$ cat src/rtl/instr_fetch_unit.sv
// Program counter and instruction fetch stage: fetches one word per step over a req/ack
// port, exposes it to the decoder for one EXEC cycle, then applies pc_sel to advance.
module instr_fetch_unit #(
    parameter int              XLEN     = 32,
    parameter logic [XLEN-1:0] RESET_PC = '0,
    parameter int              RCNT_W   = 32
) (
    input  logic              clock,
    input  logic              reset,
    input  logic [1:0]        pc_sel,
    input  logic [XLEN-1:0]   alu_result,
    input  logic              program_done,
    output logic              imem_req,
    output logic [XLEN-1:0]   imem_addr,
    input  logic              imem_ack,
    input  logic [31:0]       imem_rdata,
    output logic [31:0]       instr,
    output logic [6:0]        opcode,
    output logic [9:0]        functs,
    output logic              instr_valid,
    output logic [XLEN-1:0]   pc,
    output logic [XLEN-1:0]   pc_plus4,
    output logic              halted,
    output logic              misalign,
    output logic [RCNT_W-1:0] retired
);

    typedef enum logic [1:0] {FETCH, EXEC, HALT} state_t;

    state_t          state;
    logic [XLEN-1:0] target;

    function automatic logic [XLEN-1:0] jimm_sext(input logic [31:0] w);
        logic signed [20:0] imm;
        imm = {w[31], w[19:12], w[20], w[30:21], 1'b0};
        return {{(XLEN-21){imm[20]}}, imm};
    endfunction

    assign imem_addr = pc;
    assign pc_plus4  = pc + XLEN'(4);
    assign opcode    = instr[6:0];
    assign functs    = {instr[31:25], instr[14:12]};

    always_comb begin
        target = pc_plus4;
        case (pc_sel)
            2'b00:   target = pc_plus4;
            2'b01:   target = alu_result;
            2'b10:   target = pc + jimm_sext(instr);
            default: target = {alu_result[XLEN-1:1], 1'b0};
        endcase
    end

    always_ff @(posedge clock or posedge reset) begin
        if (reset) begin
            state       <= FETCH;
            pc          <= RESET_PC;
            instr       <= 32'h0000_0013;
            imem_req    <= 1'b0;
            instr_valid <= 1'b0;
            halted      <= 1'b0;
            misalign    <= 1'b0;
            retired     <= '0;
        end else begin
            case (state)
                FETCH: begin
                    // First FETCH cycle after reset only raises the request, so a stale ack is dropped.
                    if (!imem_req) begin
                        imem_req <= 1'b1;
                    end else if (imem_ack) begin
                        instr       <= imem_rdata;
                        imem_req    <= 1'b0;
                        instr_valid <= 1'b1;
                        state       <= EXEC;
                    end
                end
                EXEC: begin
                    instr_valid <= 1'b0;
                    if (program_done) begin
                        halted  <= 1'b1;
                        retired <= retired + RCNT_W'(1);
                        state   <= HALT;
                    end else if (target[1:0] != 2'b00) begin
                        misalign <= 1'b1;
                        halted   <= 1'b1;
                        state    <= HALT;
                    end else begin
                        pc       <= target;
                        retired  <= retired + RCNT_W'(1);
                        imem_req <= 1'b1;
                        state    <= FETCH;
                    end
                end
                HALT: begin
                    halted <= 1'b1;
                end
                default: begin
                    halted <= 1'b1;
                    state  <= HALT;
                end
            endcase
        end
    end

endmodule

$ cat config.mk
export PLATFORM = sky130hd
export DESIGN_NAME = instr_fetch_unit
export DESIGN_NICKNAME = d
export VERILOG_FILES = /design/src/rtl/instr_fetch_unit.sv
export SDC_FILE = /design/constraint.sdc
export NUM_CORES = 1
export LEC_CHECK = 0
export ABC_AREA = 1
export CAP_MARGIN = 10
export CORE_ASPECT_RATIO = 0.5
export CORE_MARGIN = 5
export CORE_UTILIZATION = 30
export CTS_CLUSTER_SIZE = 28
export DETAILED_ROUTE_END_ITERATION = 6
export DONT_BUFFER_PORTS = 1
export PLACE_DENSITY = 0.53
export RECOVER_POWER = 100
export REMOVE_ABC_BUFFERS = 1
export SYNTH_ARGS = -nofsm -noshare
export SYNTH_HDL_FRONTEND = slang
export SYNTH_SLANG_ARGS = --single-unit
$ cat constraint.sdc
create_clock -name clock -period 5.9 [get_ports clock]
set_input_delay 0.59 -clock clock [delete_from_list [all_inputs] [get_ports clock]]
set_output_delay 0.59 -clock clock [all_outputs]
set_load 0.005 [all_outputs]
==> results of run 1 <==
-- flip-flops by register name, indices dropped and copies added, names as in the netlist --
signal       count
halted           1
imem_addr       32
imem_req         1
instr           32
instr_valid      1
misalign         1
retired         32
state            2
-- critical path: stages --
cell and delay (ns):
inv_4 0.04, nand2_1 0.34, inv_1 0.53, nand2_1 0.16, o21ai_0 0.15, nor2_4 0.12, nor2_1 0.06, nor2_1 1.46
inv_2 0.45, nor2_1 0.26, xor2_1 0.16
-- kinds of logic (layout without fill, tap and decap cells) --
logic type      count (synthesis)  count (layout)  synth area share (%)
compound gates                 96              96                  5.97
xor+xnor                       43              43                  4.26
fa+ha+maj                      33              33                  4.75
buf+inv                       288             230                  14.8
flops                         102             102                  28.9
other cells                     0               1                     0
simple gates                  886             886                  41.3
-- power breakdown --
part	switching, mW	internal, mW
Clock	0.290	0.374
Sequential	0.453	0.892
Combinational	1.22	0.550
Total	1.96	1.82
-- worst max path at each step --
stage	startpoint	to	slack (ns)	cells after the start
after floorplan	reset	halted	2.64	1
after global placement	pc_sel[0]	imem_addr[19]	2.91	12
after detailed placement	pc_sel[0]	imem_addr[19]	2.89	12
after CTS	imem_addr[2]	pc_plus4[28]	2.90	9
after global routing	pc_sel[0]	retired[10]	1.38	11
final	pc_sel[0]	retired[13]	1.83	11
-- metrics by stage --
| step | utilization [%] | cells | power (mW) |
|---|---|---|---|
| 2_1_floorplan | - | 1371 | 2.44 |
| 5_1_grt | 31.4 | 1781 | 4.07 |
| 6_report | 31.4 | 1782 | 3.78 |
| 3_5_place_dp | 30.5 | 1765 | 3.12 |
| 4_1_cts | 31.6 | 1781 | 3.80 |
| 3_3_place_gp | 30.5 | 1765 | 3.13 |
-- cell type report --
cell class	instances	area [sq um]
antenna	1	2.50
clock buffer	9	225
clock inverter	7	95.1
fill	3248	19900
inverter	211	796
multi-input combinational	1058	4930
sequential	102	2560
tap	391	489
timing repair buffer	3	16.3
-- per-layer routing --
| metal | GRT usage, % | vias to the layer above | routed length (microns) |
|---|---|---|---|
| met1 | 23.5 | 3958 | 13500 |
| met3 | 4.38 | 59 | 2030 |
| li1 | - | 4288 | - |
| met5 | 0 | - | 27 |
| met4 | 6.53 | 4 | 1090 |
| met2 | 32.5 | 268 | 15800 |
-- layout by cell type (no fill, tap or decap), types with 2 or more instances in the layout --
master     netlist  final
o21bai_1         8      8
bufinv_16        0      2
xor2_1          26     26
a32oi_1          2      2
xnor2_1         17     17
nor2_1         137    142
ha_1            32     32
nor3_1          26     27
nor4_1           4      4
o221ai_1         2      2
inv_1          205    205
a21o_1           2      2
nand3b_1         7      7
dfrtp_1         99     99
o21ai_0         37     39
clkinv_2         0      2
or2_2            5      5
clkbuf_16        0      9
dfstp_1          0      3
nand2_1        582    583
nand3_1         87     88
inv_2            5      4
and2_0           0      5
inv_6            0      2
a21oi_1         39     39
nand4_1         18     18
==> impl_metrics.py, run 1 <==
metrics = {
    "clock_tree": {
        "htree_num_levels": 3,
        "path_clk_slew_ns": 0.07,
        "post_cts_resized": 0,
        "clock_path_buffers": 2,
        "tritoncts": "done",
        "post_cts_buffers": 0,
        "cts_root_buf": "clkbuf_16",
        "insertion_delay_ns": 0.36,
        "numCtsBuffers": 9,
        "cts.sinks": 102,
        "cts_hold_buf": 0,
    },
    "synthesis": {
        "synthFlopType": "dfrtp_1",
        "async_reset_ff_share_pct": 100,
        "synth_common_cells": "nand2_1, inv_1, nor2_1, dfrtp_1, nand3_1",
        "ys_ff_latch": 102,
        "post_synth.cell_area_avg_sq_um": 6.11,
        "synth_area_leaders": "dfrtp_1, nand2_1, inv_1",
        "ys_seq_area_share_pct": 28.9,
        "yosys.area.top_type": "dfrtp_1",
        "synthCells": 1448,
        "yosysTopAreaCellShare_pct": 28.0,
        "ys_warn_count": 0,
        "synth_cell_types": 40,
        "synth.most_common_cell": "nand2_1",
        "syn_area_sq_um": 8840,
        "synth_edf_count": 0,
    },
    "timing": {
        "period_needed_ns": 4.07,
        "timing.setup.tns_ns": 0,
        "rsz0062_at_grt": "no",
        "slew_headroom_pct": -33.3,
        "post-route-period-util_pct": 68.9,
        "final.setup_skew_ns": 0.00963,
        "fmaxAchievable_mhz": 246,
        "hold_violations": 0,
        "slew_violations": 100,
        "worst_slew_pin_slew_ns": 1.99,
        "setup-violations-final": 0,
        "whs_ns": 0.328,
        "setup_slack_ns": 1.83,
    },
    "worst_hold_path": {
        "hold-path-endpoint": "instr[1]",
        "min_from": "imem_rdata[1]",
        "hold_depth": 2,
        "hold_path.class": "primary input to register",
    },
    "setup_path": {
        "critPathMaxFanout": 28,
        "reg2reg_from": "imem_addr[1]",
        "reg2reg_to": "retired[13]",
        "critPathKind": "primary input to register",
        "r2r_cells": 9,
        "worstPathRequired_ns": 6.18,
        "startpoint_type": "primary input",
        "crit_path_end_kind": "register",
        "rrSetupSlack_ns": 2.29,
        "arrival_ns": 4.35,
    },
    "placed_design": {
        "placed_area_sq_um": 8850,
        "hpwl_microns": 26200,
        "port_buffers": 0,
        "dpl_worst_slack_ns": 2.89,
        "gp_congestion": 0.942,
    },
    "run": {
        "drv_cap": 2,
    },
    "global_routing": {
        "grt_max_degree": 71,
        "overflow": 0,
        "grt_pass1_wl_microns": 48900,
        "first_global_vias": 7987,
        "antenna_found_initial": 2,
        "grt_use_total_pct": 18.9,
    },
    "floorplanning": {
        "dieArea_sq_um": 33200,
        "die_x_microns": 253,
        "core-area_sq_um": 29000,
        "start_util_pct": 30.5,
        "fp.dieH_microns": 131,
        "num_rows": 44,
        "pin_count": 251,
    },
    "final_layout": {
        "area_growth_pct": 3.06,
        "drive_gt1_share_pct": 2.45,
        "finalInstanceArea_sq_um": 9110,
        "nets": 1488,
    },
    "power_and_ir_drop": {
        "ir_drop_uv": 152,
        "power.leakage_nw": 4.94,
        "powerDensity_nw_per_um2": 414,
    },
    "route": {
        "drt_iter0_drc": 704,
        "drt_first_pass_iters": 5,
        "wirelength_microns": 32500,
        "wl_per_cell_microns": 18.2,
        "vias": 8577,
        "viasPerCell": 4.81,
        "ant_nets": 0,
        "drc": 0,
    },
    "status": {
        "status": "finished with violations",
        "violations": "max-capacitance violations, max-slew violations",
    },
}
No activity file was read; power rests on OpenSTA's default activity.
==> inputs of run 2 (changes only) <==
--- a/config.mk
+++ b/config.mk
@@ -13,7 +13,7 @@
 export CTS_CLUSTER_SIZE = 28
 export DETAILED_ROUTE_END_ITERATION = 6
 export DONT_BUFFER_PORTS = 1
-export PLACE_DENSITY = 0.53
+export PLACE_DENSITY = 0.54
 export RECOVER_POWER = 100
 export REMOVE_ABC_BUFFERS = 1
 export SYNTH_ARGS = -nofsm -noshare
==> constraint.sdc (replaced) <==
create_clock -name clock -period 3.65 [get_ports clock]
set_input_delay 0.365 -clock clock [delete_from_list [all_inputs] [get_ports clock]]
set_output_delay 0.365 -clock clock [all_outputs]
set_load 0.005 [all_outputs]
==> impl_metrics.py, run 2 (same netlist as run 1, synthesis figures left out) <==
metrics = {
    "status": {
        "status": "finished with violations",
        "violations": "max-capacitance violations, max-slew violations",
    },
    "final_layout": {
        "layout_common_cells": "nand2_1, inv_1, nor2_1",
        "final_core_util_pct": 31.5,
        "layoutNonFillerInstCount": 1784,
        "fill_cells": 3274,
        "multiInputGateArea_sq_um": 4940,
        "nets": 1491,
        "seq_area_sq_um": 2560,
        "antenna_cells": 0,
        "area_growth_pct": 3.37,
        "drive_gt1_share_pct": 2.58,
        "final_common_cell": "nand2_1",
    },
    "clock_tree": {
        "tritoncts": "done",
        "cts_hold_buf": 0,
        "htree_num_levels": 3,
        "path_clk_slew_ns": 0.08,
        "post_cts_buffers": 0,
        "clock_path_buffers": 2,
        "numCtsBuffers": 9,
        "cts_root_buf": "clkbuf_16",
        "cts.sinks": 102,
        "post_cts_resized": 0,
        "insertion_delay_ns": 0.37,
    },
    "placed_design": {
        "port_buffers": 0,
        "placed_cells": 1768,
        "dpl_worst_slack_ns": 0.900,
        "gp_congestion": 0.975,
        "hpwl_microns": 26400,
    },
    "global_routing": {
        "grt_max_degree": 62,
        "grt_use_total_pct": 19.5,
        "overflow": 0,
        "grt_pass1_wl_microns": 50200,
        "grtUsageMet2_pct": 33.3,
        "busiest_layer": "met2",
        "antenna_found_initial": 1,
        "grtUsageMet3_pct": 4.19,
        "first_global_vias": 8171,
        "use_met1_pct": 24.4,
    },
    "setup_path": {
        "worstPathBufferInverterCount": 1,
        "critPathKind": "register to primary output",
        "critPathMaxFanout": 8,
        "reg2reg_from": "imem_addr[1]",
        "crit_path_end_kind": "primary output",
        "worstPathRequired_ns": 3.28,
        "r2r_cells": 9,
        "cp_common_cell": "nand2_1",
        "rrSetupSlack_ns": 0.63,
        "arrival_ns": 2.76,
        "worstPathCellList": "ha_1 -> nand2_1 -> nor2_1 -> nand2_1 -> nor2_1 -> nand3_1 -> o21ai_1 -> nand2_1 -> inv_1",
        "critPathTopFamily": "simple AND/OR/NAND/NOR gates",
        "critPathSlowestCell": "dfrtp_1",
        "cpPeakStageDelay_ns": 0.55,
        "startpoint_type": "register",
        "reg2reg_to": "retired[10]",
    },
    "timing": {
        "setup-violations-final": 0,
        "final.setup_skew_ns": 0.0174,
        "setup_slack_ns": 0.528,
        "slew_headroom_pct": -70.2,
        "post-route-period-util_pct": 85.5,
        "whs_ns": 0.0999,
        "hold_violations": 0,
        "slew_violations": 61,
        "rsz0062_at_grt": "no",
        "fmaxAchievable_mhz": 320,
        "timing.setup.tns_ns": 0,
        "period_needed_ns": 3.12,
        "worst_slew_pin_slew_ns": 2.55,
    },
    "worst_hold_path": {
        "hold_depth": 2,
        "hold-path-endpoint": "instr[4]",
        "min_from": "imem_rdata[4]",
        "hold_path.class": "primary input to register",
    },
    "floorplanning": {
        "core-area_sq_um": 29000,
        "num_rows": 44,
        "dieArea_sq_um": 33200,
        "pin_count": 251,
        "die_x_microns": 253,
        "fp.dieH_microns": 131,
        "start_util_pct": 30.5,
    },
    "power_and_ir_drop": {
        "power_frac_seq_pct": 35.5,
        "switching_power_mw": 3.18,
        "ir_drop_uv": 255,
        "pwr-share-comb_pct": 47.1,
        "p_int_mw": 2.88,
        "switching_share_pct": 52.5,
        "power.leakage_nw": 4.95,
        "power_frac_clock_pct": 17.4,
        "powerDensity_nw_per_um2": 663,
    },
    "route": {
        "wl_per_cell_microns": 18.6,
        "vias": 8698,
        "drc": 0,
        "ant_nets": 0,
        "viasPerCell": 4.88,
        "wirelength_microns": 33100,
        "drt_first_pass_iters": 5,
        "drt_iter0_drc": 734,
    },
    "run": {
        "drv_cap": 1,
    },
}
==> run 2: worst max-delay path by stage <==
stage | to | slack [ns] | cells after the start | start
after floorplan | halted | 0.61 | 1 | reset
after global placement | imem_addr[21] | 0.95 | 15 | imem_addr[1]
after detailed placement | imem_addr[31] | 0.90 | 14 | imem_addr[1]
after CTS | pc_plus4[28] | 0.81 | 9 | imem_addr[2]
after global routing | retired[14] | 0.31 | 9 | imem_addr[1]
final | pc_plus4[28] | 0.53 | 9 | imem_addr[2]
==> run 2: per-stage QoR <==
step | area (sq um) | power (mW)
3_5_place_dp | 8880 | 5.01
6_report | 9140 | 6.06
2_1_floorplan | 8330 | 3.95
5_1_grt | 9140 | 6.57
3_3_place_gp | 8880 | 5.00
4_1_cts | 9200 | 6.08
==> run 2: power by group through the flow <==
stage          sequential [mW]  combinational, mW  clock [mW]
2_1_floorplan             1.86               2.09           0
3_3_place_gp              2.17               2.83           0
3_5_place_dp              2.17               2.84           0
4_1_cts                   2.15               2.85        1.08
5_1_grt                   2.19               3.26        1.12
6_report                  2.15               2.86        1.05
==> run 2: final cells by class <==
cell class,count,share of cell area (%)
Timing Repair Buffer,6,0.465
Inverter,211,8.69
Tap cell,391,5.35
Clock inverter,7,0.986
Clock buffer,9,2.46
Sequential cell,102,28.0
Multi-Input combinational cell,1058,54.1
==> run 2: worst register-to-register path, cell delays in order, from the launching register on <==
cell and delay (ns):
dfrtp_1 0.50, ha_1 0.38, nand2_1 0.07, o21ai_0 0.09, nor2_1 0.25, nor2_4 0.06, nor2_2 0.88, inv_2 0.35
nor2_1 0.21, xor2_1 0.16
==> run 2: routing by layer <==
| layer | vias up | routed length (microns) |
|---|---|---|
| met5 | - | 12 |
| met4 | 2 | 1130 |
| met3 | 60 | 2150 |
| met2 | 294 | 16100 |
| met1 | 4047 | 13700 |
| li1 | 4295 | - |
==> inputs of run 3 (changes only) <==
==> constraint.sdc (replaced) <==
create_clock -name clock -period 3.65 [get_ports clock]
set_input_delay 0.73 -clock clock [delete_from_list [all_inputs] [get_ports clock]]
set_output_delay 0.73 -clock clock [all_outputs]
set_load 0.005 [all_outputs]
==> impl_metrics.py, run 3 (same netlist as run 1, synthesis figures left out) <==
metrics = {
    "global_routing": {
        "first_global_vias": 8101,
        "grt_use_total_pct": 19.0,
        "grt_max_degree": 49,
        "antenna_found_initial": 1,
        "overflow": 0,
        "grt_pass1_wl_microns": 49300,
    },
    "final_layout": {
        "drive_gt1_share_pct": 2.37,
        "fill_cells": 3242,
        "multiInputGateArea_sq_um": 4930,
        "final_common_cell": "nand2_1",
        "seq_area_sq_um": 2560,
        "nets": 1493,
        "layout_common_cells": "nand2_1, inv_1, nor2_1",
        "area_growth_pct": 3.24,
        "antenna_cells": 0,
    },
    "clock_tree": {
        "insertion_delay_ns": 0.37,
        "cts_hold_buf": 0,
        "numCtsBuffers": 9,
        "path_clk_slew_ns": 0.08,
        "tritoncts": "done",
        "htree_num_levels": 3,
        "cts.sinks": 102,
        "clock_path_buffers": 2,
        "post_cts_resized": 0,
        "post_cts_buffers": 0,
        "cts_root_buf": "clkbuf_16",
    },
    "status": {
        "violations": "max-capacitance violations, max-slew violations",
        "status": "finished with violations",
    },
    "route": {
        "viasPerCell": 4.86,
        "drt_iter0_drc": 722,
        "drc": 0,
        "ant_nets": 0,
        "drt_first_pass_iters": 5,
        "vias": 8683,
        "wirelength_microns": 32400,
        "wl_per_cell_microns": 18.2,
    },
    "worst_hold_path": {
        "hold_path.class": "primary input to register",
        "hold_depth": 2,
    },
    "floorplanning": {
        "dieArea_sq_um": 33200,
        "die_x_microns": 253,
        "fp.dieH_microns": 131,
        "start_util_pct": 30.5,
        "num_rows": 44,
        "core-area_sq_um": 29000,
        "pin_count": 251,
    },
    "power_and_ir_drop": {
        "total_power_mw": 6.05,
        "ir_drop_uv": 269,
        "power.leakage_nw": 4.95,
        "powerDensity_nw_per_um2": 663,
    },
    "placed_design": {
        "dpl_worst_slack_ns": 0.907,
        "port_buffers": 0,
        "hpwl_microns": 25900,
        "gp_congestion": 1.01,
    },
    "timing": {
        "worst_slew_pin_slew_ns": 2.21,
        "fmaxAchievable_mhz": 309,
        "setup_slack_ns": 0.414,
        "rsz0062_at_grt": "no",
        "slew_headroom_pct": -48.3,
        "period_needed_ns": 3.24,
        "slew_violations": 49,
        "setup-violations-final": 0,
        "post-route-period-util_pct": 88.6,
        "final.setup_skew_ns": 0.0102,
        "hold_violations": 0,
        "timing.setup.tns_ns": 0,
        "whs_ns": 0.462,
    },
    "setup_path": {
        "startpoint_type": "register",
        "crit_path_end_kind": "primary output",
        "r2r_cells": 13,
        "critPathMaxFanout": 8,
        "arrival_ns": 2.51,
        "worstPathRequired_ns": 2.92,
        "critPathKind": "register to primary output",
    },
    "run": {
        "drv_cap": 1,
    },
}
run 3: through the flow:
step	area (sq um)	util, %	std cells
2_1_floorplan	8330	-	1371
3_3_place_gp	8890	30.6	1770
3_5_place_dp	8890	30.6	1770
4_1_cts	9200	31.7	1786
5_1_grt	9130	31.5	1786
6_report	9130	31.5	1786
run 3: critical path, cell delays in order (launching register included):
cell	delay, ns
dfrtp_1	0.53
ha_1	0.24
nand2_1	0.06
nor2_1	0.34
nand2_1	0.24
nor2_2	0.26
nand3_1	0.14
o21ai_1	0.19
nand2_1	0.07
inv_1	0.07
run 3: area by class of cell:
| type | instances | share of cell area, % |
|---|---|---|
| inverter | 211 | 8.72 |
| tap | 391 | 5.36 |
| sequential | 102 | 28.0 |
| timing repair buffer | 8 | 0.493 |
| clock inverter | 5 | 0.726 |
| clock buffer | 11 | 2.66 |
| multi-input combinational | 1058 | 54.0 |
run 3: path summary, 6_finish.rpt:
kind,startpoint,endpoint,slack [ns]
max in group asynchronous,reset,imem_addr[11],0.86
min in group asynchronous,reset,instr[6],0.82
min reg2reg,instr[7],instr[7],0.50
max,imem_addr[2],pc_plus4[28],0.41
max reg2reg,instr[31],imem_addr[28],1.03
min,imem_rdata[1],instr[1],0.46
run 3: report_power, final:
group	leakage (nW)	switching [mW]	internal (mW)
clock network	0.148	0.494	0.561
logic	3.52	1.94	0.889
registers	1.28	0.727	1.44
total	4.95	3.16	2.89
run 3: metal layers:
metal | up-vias | global-route usage, % | routed length [microns]
li1 | 4303 | - | -
met1 | 4034 | 24.4 | 13900
met2 | 287 | 32.5 | 15600
met3 | 57 | 3.61 | 1880
met4 | 2 | 5.78 | 1010
met5 | - | 0 | 13
